$ cat src/rtl/riscv_rvfi_check.sv
`default_nettype none
// ============================================================================
//  Module   : riscv_rvfi_check
//  Purpose  : Online RVFI retirement checker. Tracks retirement order, PC
//             continuity, x0 behaviour and a shadow register file, and
//             latches the first detected error code until reset.
//  Revision : 1.0 - initial release
// ============================================================================
module riscv_rvfi_check #(
  parameter int XLEN = 32
) (
  input  logic            clock,
  input  logic            reset_n,
  input  logic            rvfi_valid,
  input  logic [63:0]     rvfi_order,
  input  logic            rvfi_trap,
  input  logic            rvfi_halt,
  input  logic            rvfi_intr,
  input  logic [4:0]      rvfi_rs1_addr,
  input  logic [4:0]      rvfi_rs2_addr,
  input  logic [4:0]      rvfi_rd_addr,
  input  logic [XLEN-1:0] rvfi_rs1_rdata,
  input  logic [XLEN-1:0] rvfi_rs2_rdata,
  input  logic [XLEN-1:0] rvfi_rd_wdata,
  input  logic [XLEN-1:0] rvfi_pc_rdata,
  input  logic [XLEN-1:0] rvfi_pc_wdata,
  output logic [15:0]     errcode,
  output logic            error,
  output logic            halted
);

  typedef enum logic [1:0] {
    IDLE   = 2'd0,
    RUN    = 2'd1,
    HALTED = 2'd2,
    ERROR  = 2'd3
  } state_t;

  localparam logic [15:0] E_ORDER = 16'h0101;
  localparam logic [15:0] E_PC    = 16'h0102;
  localparam logic [15:0] E_X0    = 16'h0103;
  localparam logic [15:0] E_RS1   = 16'h0104;
  localparam logic [15:0] E_RS2   = 16'h0105;
  localparam logic [15:0] E_ALIGN = 16'h0106;
  localparam logic [15:0] E_HALT  = 16'h0107;

  state_t            state, state_nxt;
  logic [63:0]       exp_order;
  logic [XLEN-1:0]   prev_pc;
  logic [XLEN-1:0]   shadow_data [1:31];
  logic [31:1]       shadow_valid;

  logic [63:0]       order_ref;
  logic              rs1_bad, rs2_bad;
  logic [15:0]       code;
  logic              fail, accept, shadow_we;

  // Evaluate all checks on the current retirement; the first failing check
  // in code order wins, and a retirement after halt masks everything else.
  always_comb begin
    order_ref = (state == IDLE) ? 64'd0 : exp_order;
    rs1_bad   = 1'b0;
    rs2_bad   = 1'b0;
    code      = 16'h0000;
    if (rvfi_rs1_addr == 5'd0)
      rs1_bad = (rvfi_rs1_rdata != '0);
    else
      rs1_bad = shadow_valid[rvfi_rs1_addr] && (rvfi_rs1_rdata != shadow_data[rvfi_rs1_addr]);
    if (rvfi_rs2_addr == 5'd0)
      rs2_bad = (rvfi_rs2_rdata != '0);
    else
      rs2_bad = shadow_valid[rvfi_rs2_addr] && (rvfi_rs2_rdata != shadow_data[rvfi_rs2_addr]);

    if (rvfi_valid && (state != ERROR)) begin
      if (state == HALTED)
        code = E_HALT;
      else if (rvfi_order != order_ref)
        code = E_ORDER;
      else if ((state != IDLE) && !rvfi_intr && (rvfi_pc_rdata != prev_pc))
        code = E_PC;
      else if ((rvfi_rd_addr == 5'd0) && (rvfi_rd_wdata != '0))
        code = E_X0;
      else if (rs1_bad)
        code = E_RS1;
      else if (rs2_bad)
        code = E_RS2;
      else if (rvfi_pc_wdata[0] && !rvfi_trap)
        code = E_ALIGN;
    end
    fail      = (code != 16'h0000);
    accept    = rvfi_valid && ((state == IDLE) || (state == RUN)) && !fail;
    shadow_we = accept && !rvfi_trap && (rvfi_rd_addr != 5'd0);
  end

  // State register.
  always_ff @(posedge clock or negedge reset_n) begin
    if (!reset_n) state <= IDLE;
    else          state <= state_nxt;
  end

  // Next-state logic: any failure is terminal, a clean halt parks in HALTED.
  always_comb begin
    state_nxt = state;
    if (fail)
      state_nxt = ERROR;
    else if (accept)
      state_nxt = rvfi_halt ? HALTED : RUN;
  end

  // Error latch, order/PC history and shadow valid bits.
  always_ff @(posedge clock or negedge reset_n) begin
    if (!reset_n) begin
      errcode      <= 16'h0000;
      error        <= 1'b0;
      halted       <= 1'b0;
      exp_order    <= 64'd0;
      prev_pc      <= '0;
      shadow_valid <= '0;
    end else begin
      if (fail) begin
        errcode <= code;
        error   <= (code != 16'h0000);
      end
      if (accept) begin
        exp_order <= rvfi_order + 64'd1;
        prev_pc   <= rvfi_pc_wdata;
        if (rvfi_halt)
          halted <= 1'b1;
      end
      if (shadow_we)
        shadow_valid[rvfi_rd_addr] <= 1'b1;
    end
  end

  // Shadow data needs no reset: it is only consulted behind its valid bit.
  always_ff @(posedge clock) begin
    if (shadow_we)
      shadow_data[rvfi_rd_addr] <= rvfi_rd_wdata;
  end

endmodule
`default_nettype wire

$ cat config.mk
export PLATFORM = sky130hd
export DESIGN_NAME = riscv_rvfi_check
export DESIGN_NICKNAME = d
export VERILOG_FILES = /design/src/rtl/riscv_rvfi_check.sv
export SDC_FILE = /design/constraint.sdc
export NUM_CORES = 2
export LEC_CHECK = 0
export ABC_CLOCK_PERIOD_IN_PS = 5820
export CORE_MARGIN = 4
export CORE_UTILIZATION = 61
export CTS_CLUSTER_DIAMETER = 80
export CTS_CLUSTER_SIZE = 16
export DETAILED_ROUTE_END_ITERATION = 8
export PLACE_DENSITY = 0.78
export SYNTH_ARGS = -nofsm -noshare
export SYNTH_HDL_FRONTEND = slang
export SYNTH_SLANG_ARGS = --single-unit
$ cat constraint.sdc
create_clock -name clock -period 5.82 [get_ports clock]
set_input_delay 1.455 -clock clock [delete_from_list [all_inputs] [get_ports clock]]
set_output_delay 1.455 -clock clock [all_outputs]
set_load 0.03 [all_outputs]
==> impl_results.md <==
* Status: finished, violations left
* Failing checks: negative setup slack
* #FFs+latches synth at 1127
* CTS tree: built
* Routed Wire Length at between 200 and 250 mm
* Critical Path AT at just over 6 ns
* Tmin final at approximately 5.8 ns
* Worst R2R End: shadow_data[18][8]
* Switching part of the total at 0.245
* Port Buf Inserts at 250
* Maximum clock rate at approximately 170 MHz
* Unique masters post-synth at 91
* Setup CP Type: in -> reg
* Max Fanout on Critical Path at 13
* Residual DRC count at 0
* Post-Syn Area at approximately 56000 um^2
* Clk buf depth at 3
* First-pass GRT wire length at roughly 290 mm
* Remaining Overflow, GRT at 0
* Initial core utilization at 0.617
* Die W at about 310 um
* Antenna viol nets, final at 0
* Reg-to-Reg Start: shadow_data[2][28]
* Placement row count at 110
* Setup crit end kind: flip-flop
* Die area at around 96000 um^2
* Clk slew on worst S/H paths at approximately 0.070 ns
* Worst setup startpoint: rvfi_rs2_addr[4]
* Worst R2R Path Depth at 14
* Maxcap violations at 0
* Synthesized instance count at roughly 3600
* Most frequent cells in the layout: 992 x edfxtp_1, 471 x buf_4, 371 x mux4_2
* IO Pins at around 260
* CP startpoint kind: primary input
* Worst hold path class: reg -> reg
* Flop pwr share at 0.537
* RD Place Congestion at between 1 and 1.5
* Setup Skew at 0.0477 ns
* CP bufs+invs at 6
* Largest net degree at the start of global routing at 95
* Syn Area/Cell at roughly 16 um^2
* Cell taking the most area after synthesis: edfxtp_1
* RSZ-0062 raised after global routing: false
* Top_reg_cell synth: edfxtp_1
* Crit-path most repeated cell: buf_4
* Combinational share of power at 0.129
* Tot Pwr at around 16 mW
* Crit path to: shadow_data[18][8]
* Max-slew violation count at 0
* EDFF count, synth at around 990
* Post-synth top area share at 0.534
* Area grow syn2layout at 20.0%
* Vias at about 41000
* Period Utilization, post-route at 1.00
* Int Pwr at around 12 mW
* Hold_buf cts at 0
* Net Sw Power at around 4 mW
* All-Layer GR Usage at 0.435
* WP data required at 6.17 ns
* Cell Chain, Critical Path: clkdlybuf4s50_1 -> or2_0 -> buf_4 -> buf_4 -> nor2_1 -> buf_4 -> a221oi_1 -> nand3_1 -> xor2_1 -> nor4_1 -> and4_1 -> a41o_1 -> nand4b_4 -> or4b_1 -> buf_4 -> nor2_4 -> buf_12
* Later-pin clock latency in the skew report at around 0.69 ns
* Leakage at 23.5 nW
* CP delay by family, top: simple AND/OR/NAND/NOR gates
* Number of global-route vias before repair at ~40000
* Crit path max-delay cell type: clkdlybuf4s50_1
* Core Area at between 90000 and 100000 um^2
* Final Net Count at approximately 4500
* Num CTS Buffers at 81
* Fin util at 0.740
* Initial detailed-routing violation count at around 7700
* Post-DP HPWL at approximately 150 mm
* Final hold vios at 0
* Layout cells sized above 1 at 0.281
* Routed len/inst at roughly 38 um
* Most common cell after layout, fill and taps aside: edfxtp_1
* Drt first pass iters at 8
* FFs w/ async S/R, synth at 0.120
* Vias per cell at around 7.6
* Slew HR at 0.301
* Initial antenna violation count at 14
* FF-to-FF setup slack at around 0.83 ns
* Setup Viol. Count Final at 4
* Die height at 310 um
* Post-CTS Setup Repair Bufs at 0
* Register area share after synthesis at 0.595
* Clock share of power at 0.334
* Cell Pwr Density at around 240 nW/um^2
* Slew at the pin closest to its max-slew limit at approximately 1.0 ns
* Resize count post-CTS at 0
* H-tree levels at 3
* Setup WS post-layout at -0.0162 ns
* Top post-synthesis cells by area: edfxtp_1 53%, mux4_2 15%, dfrtp_1 6.1%
* Clk sinks at ~1100
* Synth warnings at 0
* Peak supply drop at 0.315 mV
* WP depth at 17
* CP peak stage delay at 0.66 ns
* Root Buffer: clkbuf_16
-- state kept, by name (all words and copies together), names as in the netlist --
| name | count |
|---|---|
| shadow_data | 992 |
| exp_order | 64 |
| prev_pc | 32 |
| shadow_valid | 31 |
| errcode | 4 |
| state | 2 |
| error | 1 |
| halted | 1 |
-- cells by family after synthesis --
group                    Yosys count  synth area share
buffers and inverters            277            0.0273
multiplexers                     740             0.218
AND/OR/NAND/NOR                  699            0.0643
other                              1         0.0000672
flip-flops                      1127             0.595
AO/OA/AOI/OAI                    545            0.0685
XOR/XNOR                         173            0.0272
adder cells (fa/ha/maj)            1          0.000224
-- cell type report --
type	count	area [um^2]
inverters	23	86.3
well taps	1176	1470
fillers	5541	23500
repair buffers	843	8500
flip-flops and latches	1127	33200
diodes	8	20.0
multi-input cells	2170	21400
clock buffers	110	2220
clock inverters	8	55.1
-- through the flow --
step	hold WS, ns	TNS (ns)	cell area (um^2)	std cells	setup WS, ns
after floorplan	0.455	-54.46	56000	3574	-0.220
after global placement	0.445	-363.73	64600	5339	-0.534
after detailed placement	0.452	-388.41	64600	5339	-0.548
after CTS	0.474	0	66900	5457	0.110
after global routing	0.514	0	66900	5458	0.0207
final	0.468	-0.0408	66900	5465	-0.0162
-- how the worst min path moves through the flow --
| stage | from | end | depth (start not counted) |
|---|---|---|---|
| 2_1_floorplan | shadow_valid[22] | shadow_valid[22] | 1 |
| 3_3_place_gp | halted | halted | 1 |
| 3_5_place_dp | error | error | 1 |
| 4_1_cts | error | error | 1 |
| 5_1_grt | errcode[8] | errcode[8] | 1 |
| 6_report | error | error | 1 |
-- power by group through the flow --
stage / Combinational, mW / Sequential (mW) / Clock, mW
after floorplan: 0.907 / 8.98 / 0
after global placement: 2.00 / 8.97 / 0
after detailed placement: 2.02 / 8.97 / 0
after CTS: 2.03 / 8.79 / 5.42
after global routing: 2.15 / 8.79 / 5.79
final: 2.11 / 8.79 / 5.46
-- Yosys cell counts (all sizes together), types with 6 or more instances --
| cell | number |
|---|---|
| a21oi | 85 |
| a32oi | 6 |
| nor3 | 19 |
| mux4 | 371 |
| nor2 | 198 |
| a211o | 7 |
| xnor2 | 111 |
| a31oi | 34 |
| and2 | 13 |
| dfrtp | 135 |
| nor2b | 23 |
| mux2 | 75 |
| o21bai | 31 |
| a22oi | 109 |
| mux2i | 294 |
| o21ai | 66 |
| nand2 | 145 |
| nor4 | 47 |
| a22o | 18 |
| a211oi | 40 |
| and4 | 12 |
| nand3 | 86 |
| nand2b | 19 |
| clkbuf | 90 |
| o32ai | 22 |
| nand4 | 56 |
| a221oi | 15 |
| o22ai | 43 |
| edfxtp | 992 |
| buf | 164 |
| xor2 | 62 |
| inv | 21 |
| o211ai | 9 |
| or2 | 6 |
| nor4bb | 22 |
| a2111oi | 13 |
| and3 | 22 |
-- per-layer routing --
metal  wire length (um)  part of all wire  track usage
met5                 94           0.00045     0.000990
met2              87400              0.42        0.626
met1              65800              0.31        0.547
met3              37200              0.18        0.178
met4              18900             0.090        0.288
No activity file was read; power rests on OpenSTA's default activity.
